## config.mk

```make
export PLATFORM = sky130hd
export DESIGN_NAME = clb_cfg_loader
export DESIGN_NICKNAME = d
export VERILOG_FILES = /design/src/rtl/clb_cfg_loader.sv
export SDC_FILE = /design/constraint.sdc
export NUM_CORES = 1
export LEC_CHECK = 0
export BUFFER_PORTS_ARGS = -buffer_cell sky130_fd_sc_hd__buf_2
export CORE_MARGIN = 1
export CORE_UTILIZATION = 57
export DETAILED_ROUTE_END_ITERATION = 6
export MAX_ROUTING_LAYER = met4
export PLACE_DENSITY = 0.78
export SLEW_MARGIN = 5
export SYNTH_ARGS = -nofsm -noshare
export SYNTH_HDL_FRONTEND = slang
export SYNTH_SLANG_ARGS = --single-unit
```

## constraint.sdc

```tcl
create_clock -name K -period 2.8 [get_ports K]
set_clock_uncertainty 0.15 [all_clocks]
set_input_delay 0.28 -clock K [delete_from_list [all_inputs] [get_ports K]]
set_output_delay 0.28 -clock K [all_outputs]
set_load 0.01 [all_outputs]
```

## src/rtl/clb_cfg_loader.sv

```systemverilog
`timescale 1ns/1ps
// Serial CLB configuration loader: sliding preamble sync, LSB-first payload, even parity, stop bit.
// Latency: CFG/CFG_VALID update on the stop-bit edge (visible the following cycle).
// Backpressure: none; DVALID=0 edges hold all state, ABORT drops the frame silently.
module clb_cfg_loader #(
    parameter int               CFG_W     = 37,
    parameter logic [CFG_W-1:0] CFG_RESET = 37'h1_50E0_0116,
    parameter logic [3:0]       PREAMBLE  = 4'b0010
) (
    input  logic             K,
    input  logic             RST,
    input  logic             DIN,
    input  logic             DVALID,
    input  logic             ABORT,
    output logic [CFG_W-1:0] CFG,
    output logic             CFG_VALID,
    output logic             CFG_ERR,
    output logic             BUSY,
    output logic             DONE
);

    localparam int CNT_W = $clog2(CFG_W);
    localparam logic [CNT_W-1:0] CNT_LAST = CNT_W'(CFG_W - 1);

    typedef enum logic [1:0] {IDLE, LOAD, PAR, STOP} state_t;

    state_t             state, state_nxt;
    logic [3:0]         window, window_nxt;
    logic [3:0]         win_shift;
    logic [CNT_W-1:0]   cnt, cnt_nxt;
    logic [CFG_W-1:0]   shadow, shadow_nxt;
    logic               parity, parity_nxt;
    logic [CFG_W-1:0]   cfg_q, cfg_nxt;
    logic               cfg_vld_q, cfg_vld_nxt;
    logic               cfg_err_q, cfg_err_nxt;
    logic               done_q, done_nxt;

    assign win_shift = {window[2:0], DIN};

    always_comb begin
        state_nxt   = state;
        window_nxt  = window;
        cnt_nxt     = cnt;
        shadow_nxt  = shadow;
        parity_nxt  = parity;
        cfg_nxt     = cfg_q;
        cfg_vld_nxt = 1'b0;
        cfg_err_nxt = 1'b0;
        done_nxt    = done_q;

        if (ABORT) begin
            state_nxt  = IDLE;
            window_nxt = 4'b1111;
        end else if (DVALID) begin
            case (state)
                IDLE: begin
                    window_nxt = win_shift;
                    if (win_shift == PREAMBLE) begin
                        state_nxt  = LOAD;
                        cnt_nxt    = '0;
                        window_nxt = 4'b1111;
                        parity_nxt = 1'b0;
                    end
                end
                LOAD: begin
                    // Payload is never searched for the preamble; it is plain data.
                    shadow_nxt[cnt] = DIN;
                    parity_nxt      = parity ^ DIN;
                    if (cnt == CNT_LAST) begin
                        state_nxt = PAR;
                    end else begin
                        cnt_nxt = cnt + 1'b1;
                    end
                end
                PAR: begin
                    parity_nxt = parity ^ DIN;
                    state_nxt  = STOP;
                end
                STOP: begin
                    if (DIN && !parity) begin
                        cfg_nxt     = shadow;
                        cfg_vld_nxt = 1'b1;
                        done_nxt    = 1'b1;
                    end else begin
                        cfg_err_nxt = 1'b1;
                    end
                    state_nxt = IDLE;
                end
                default: state_nxt = IDLE;
            endcase
        end
    end

    always_ff @(posedge K) begin
        if (RST) begin
            state     <= IDLE;
            window    <= 4'b1111;
            cnt       <= '0;
            shadow    <= '0;
            parity    <= 1'b0;
            cfg_q     <= CFG_RESET;
            cfg_vld_q <= 1'b0;
            cfg_err_q <= 1'b0;
            done_q    <= 1'b0;
        end else begin
            state     <= state_nxt;
            window    <= window_nxt;
            cnt       <= cnt_nxt;
            shadow    <= shadow_nxt;
            parity    <= parity_nxt;
            cfg_q     <= cfg_nxt;
            cfg_vld_q <= cfg_vld_nxt;
            cfg_err_q <= cfg_err_nxt;
            done_q    <= done_nxt;
        end
    end

    assign CFG       = cfg_q;
    assign CFG_VALID = cfg_vld_q;
    assign CFG_ERR   = cfg_err_q;
    assign DONE      = done_q;
    assign BUSY      = (state != IDLE);

endmodule
```

==> After elaboration in Yosys (flattened, before gate mapping) <==
Index checks and enable logic that the tools add are counted.
{ "classes": {"addsub": 1, "n_lt_le_gt_ge": 2, "eq_ne": 8, "n_mux": 14, "bitwise_logic": 4, "reduce_logical": 16} }
{ "op_table": {"columns": ["op", "count"], "rows": [
  ["$bwmux 37", 1],
  ["$mux 6", 2],
  ["$pmux 6 s2", 1],
  ["$pmux 2 s4", 1],
  ["$reduce_and 4->1", 2],
  ["$lt 6x7->1 const B", 1],
  ["$add 6x1->6 const B", 1],
  ["$demux 1 s6", 1],
  ["$eq 6x6->1 const B", 1],
  ["$ge 6x1->1 const B", 1],
  ["$ne 2x2->1 const B", 3],
  ["$reduce_and 3->1", 2],
  ["$reduce_bool 2->1", 3],
  ["$reduce_and 5->1", 1],
  ["$eq 2x2->1 const B", 2],
  ["$eq 4x2->1 const B", 1],
  ["$mux 1", 4],
  ["$mux 2", 2],
  ["$reduce_or 2->1", 2],
  ["$reduce_or 4->1", 1],
  ["$mux 3", 1],
  ["$not 1->1", 3],
  ["$eq 2x1->1 const B", 1],
  ["$logic_and 1x1->1", 2],
  ["other kinds (5)", 5]
]} }
{ "totals": {"reg_bits": 89, "input_bits": 5, "out_inout_bits": 41, "elab_cells": 54} }

==> Longest topological paths before layout <==
{ "logic_depth": {"depth_word": 5, "mapped_depth": 8, "mapped_depth_nobuf": 6} }

==> Least setup slack after synthesis <==
Ideal clock, no wire load.
{ "synth_path": {"kind": "register to register", "from": "register window[1]", "to": "register cnt[5]", "setup_ns": 0.074, "t_arrival_ns": 1.866, "required_ns": 2.576, "path_slack_ns": 0.710, "path_stages_with_launch": 5, "n_path_buf": 0, "period_less_slack_ns": 2.090, "cell_sequence": "dfxtp_1 > or4b_4 > a211o_1 > or4_1 > a31oi_1"} }
{ "synth_via": {"elab_chain_cells": 3} }
{ "synth_lines": {"columns": ["element", "line_no", "text"], "rows": [
  ["start: declaration", "28", "logic [3:0] window, window_nxt;"],
  ["start signal: assignment", "107", "window <= window_nxt;"],
  ["$eq 4x2->1", "58", "if (win_shift == PREAMBLE) begin"],
  ["$ne 2x2->1 (no source line)", null, null],
  ["$reduce_and 5->1 (no source line)", null, null],
  ["end signal: assignment", "108", "cnt <= cnt_nxt;"],
  ["end: declaration", "30", "logic [CNT_W-1:0] cnt, cnt_nxt;"]
]} }
Every way passes these cells.
A chain may end at the register's enable or synchronous reset.

==> Worst setup path in the final report <==
{ "layout_path": {"from": "register state[0]", "to": "register cnt[5]"} }
{ "layout_via": {"elab_chain_cells": 3, "word_cells_on_any_way": 7, "cone_classes": "3 x eq/ne; 1 x mux; 3 x reduce/logical"} }
{ "layout_lines": {"columns": ["element", "line_no", "text"], "rows": [
  ["start: declaration", "27", "state_t state, state_nxt;"],
  ["start signal: assignment", "106", "state <= state_nxt;"],
  ["$eq 2x1->1 / $logic_not 2->1 (equally long branches)", "55", "case (state)"],
  ["$ne 2x2->1 (no source line) / $reduce_bool 2->1 (equally long branches)", null, null],
  ["$reduce_and 5->1 (no source line)", null, null]
]} }
Parallel ways exist; a longest one is shown, timed or not.

==> results.tsv <==
stage	metric	value	unit
critical_path	critPathKind	register to register	
timing	fin_setup_tns	0	ps
finish	nets	486	
clock_tree	cts_setup_buffers	0	
clock_tree	cts_buffers	9	
yosys	syn_avg_cell_area	8.46	sq um
floorplan	rows	29	
route	drtIter0Drc	234	
global_route	grt_pass1_wl	13400	um
pwr	cellLeakagePower	0.00185	uW
yosys	seq_area_frac_synth	0.473	
global_route	grt_max_degree	49	
clock_tree	cts_buffer_depth	2	
timing	rsz0062_at_grt	false	
critical_path	path_buf_inv	1	
pwr	powerDensity	529	nW/um^2
placed_design	dp_hpwl	4960	um
timing	finalCriticalPeriod	2260	ps
yosys	syn_inst	445	
clock_tree	cts_resized	0	
clock_tree	tritoncts	yes	
floorplan	initial_core_util	0.593	
route	drc_errors	0	
timing	holdWs	105	ps
pwr	seqPwrFrac	0.570	
pwr	p_comb_frac	0.023	
floorplan	ioPinCount	46	
critical_path	crit_fanout	10	
critical_path	cp-start-kind	register	
critical_path	crit_slowest_cell	or4_1	
yosys	yosys_warnings	0	
finish	layout_common_cells	dfxtp_1 (89), nand2_1 (79), nor2_1 (46)	
clock_tree	clk_pin_slew	90	ps
route	routedWlPerCell	14.0	um
finish	layout_commonest_cell	dfxtp_1	
global_route	antenna_found_initial	0	
finish	multi_input_area	1790	sq um
placed_design	gp_congestion	0.918	
critical_path	cp_top_family	simple AND/OR/NAND/NOR gates	
clock_tree	root_buffer	clkbuf_8	
global_route	grt_pass1_vias	2898	
route	routed_wl	7750	um
route	num_vias	3120	
route	dr.pass1.iters	5	
critical_path	slowest_delay	540	ps
finish	drive_gt1_frac	0.155	
clock_tree	clk-insertion-delay-late	350	ps
yosys	synth_edf_count	0	
pwr	p_int	1730	uW
route	viasPerCell	5.62	
critical_path	crit_required	2930	ps
timing	slew_violations	0	
route	met2_wirelength	3760	um
floorplan	die_h	83.3	um
clock_tree	clock-sinks	89	
pwr	swShare	0.224	
yosys	syn-cell-area	3770	sq um
placed_design	portBuffers	45	
route	wl_met1	3610	um
floorplan	die_w	83.3	um
finish	fillers	541	
pwr	ir_worst_vdd	473	uV
route	ant_nets	0	
timing	finalSetupViolations	0	
yosys	synth_ff_type	dfxtp_1	
timing	max_slew_margin	0.484	
timing	fin_crit_sh	0.805	
finish	diodes	0	
pwr	p_clk_frac	0.407	
global_route	grtUsageTotal	0.243	
critical_path	crit_chain	inv_1 -> ha_1 -> nor2_1 -> a211o_1 -> or4_1 -> a31oi_1	
yosys	yosys_register_bits	89	
worst_hold_path	hold_path_class	input pin to register	
pwr	switching_power	497	uW
finish	seqCellArea	1780	sq um
flow_run	maxCapViolCount	0	
critical_path	critPathCaptureType	register	
route	wl_met3	295	um
finish	synthToLayoutAreaGrowth	11.5	%
global_route	grt-ovfl-total	0	
timing	hold_violations	0	
timing	fmax	443	MHz
outcome	status	complete, no violations	
yosys	async_reset_ff_frac	0	
yosys	synth_cell_types	35	
yosys	syn-num-nets	458	
pwr	power	2220	uW
critical_path	worstPathArrival	2380	ps
floorplan	fp.dieArea	6940	sq um
clock_tree	cts-htree-levels	3	
timing	worstMarginPinSlew	771	ps
floorplan	core-area	6350	sq um
clock_tree	hold_buffers	0	
route	highest_layer	met4	
==> layer usage <==
layer	global-route usage	vias up
li1	-	1563
met1	0.299	1475
met2	0.390	73
met3	0.0596	9
met4	0.0831	0
met5	-	-
==> power by group through the flow <==
stage	clock [uW]	sequential, uW	combinational [uW]
detailed placement	0	1300	51.0
floorplan	0	1300	35.3
global route	978	1270	56.0
finish	904	1270	51.4
global placement	0	1300	50.4
CTS	919	1270	51.1
==> cell usage after synthesis, types with 2 or more instances <==
cell type	n	area, sq um
a211oi_1	2	15.0
a21oi_1	34	170
a31oi_1	4	25.0
and3_1	2	12.5
buf_6	2	22.5
clkbuf_1	30	113
clkbuf_8	2	27.5
dfxtp_1	89	1780
ha_1	8	100
inv_1	7	26.3
mux2i_1	38	380
nand2_1	79	297
nand3_1	39	195
nand3b_1	11	82.6
nand4_1	10	62.6
nor2_1	46	173
nor2b_1	4	25.0
nor3_1	7	35.0
nor3b_1	6	45.0
o21ai_0	9	45.0
or4_1	2	15.0
==> through the flow <==
step	util	cells	instance area, sq um	setup WS (ps)
finish	0.661	555	4200	545
global route	0.661	555	4200	409
floorplan	-	445	3770	710
detailed placement	0.629	539	3990	555
CTS	0.661	555	4200	569
global placement	0.629	539	3990	609
==> registers in the layout, summed over array words and instances, names as in the netlist <==
signal	cells
CFG	37
CFG_ERR	1
window	3
state	2
DONE	1
CFG_VALID	1
cnt	6
shadow	37
parity	1
==> path summary, 6_finish.rpt <==
check	start	to	slack, ps	cells after the start
setup / recovery	state[0]$_SDFFE_PP0P_	cnt[5]$_SDFFE_PP0P_	540	6
hold / removal	ABORT	window[1]$_SDFFE_PP1P_	110	3
setup reg to reg	state[0]$_SDFFE_PP0P_	cnt[5]$_SDFFE_PP0P_	540	6
hold reg to reg	CFG[35]$_SDFFE_PP0P_	CFG[35]$_SDFFE_PP0P_	300	2
==> cells by family after synthesis <==
family | after synthesis | synth area share
adder cells (fa/ha/maj) | 8 | 0.0266
multiplexers | 38 | 0.101
buffers and inverters | 43 | 0.0532
AND/OR/NAND/NOR | 215 | 0.272
flip-flops | 89 | 0.473
AO/OA/AOI/OAI | 52 | 0.0744
==> worst min-delay path: stages <==
cell and delay (ps):
buf_2 150, nor2_1 90, nand3_1 60
==> area by class of cell <==
class                           count  area share
Inverter                            7     0.00626
Multi-Input combinational cell    313       0.427
Timing Repair Buffer               53      0.0709
Sequential cell                    89       0.424
Clock buffer                       11      0.0337
Tap cell                           77      0.0230
Clock inverter                      5      0.0152
No activity file was read; power rests on OpenSTA's default activity.
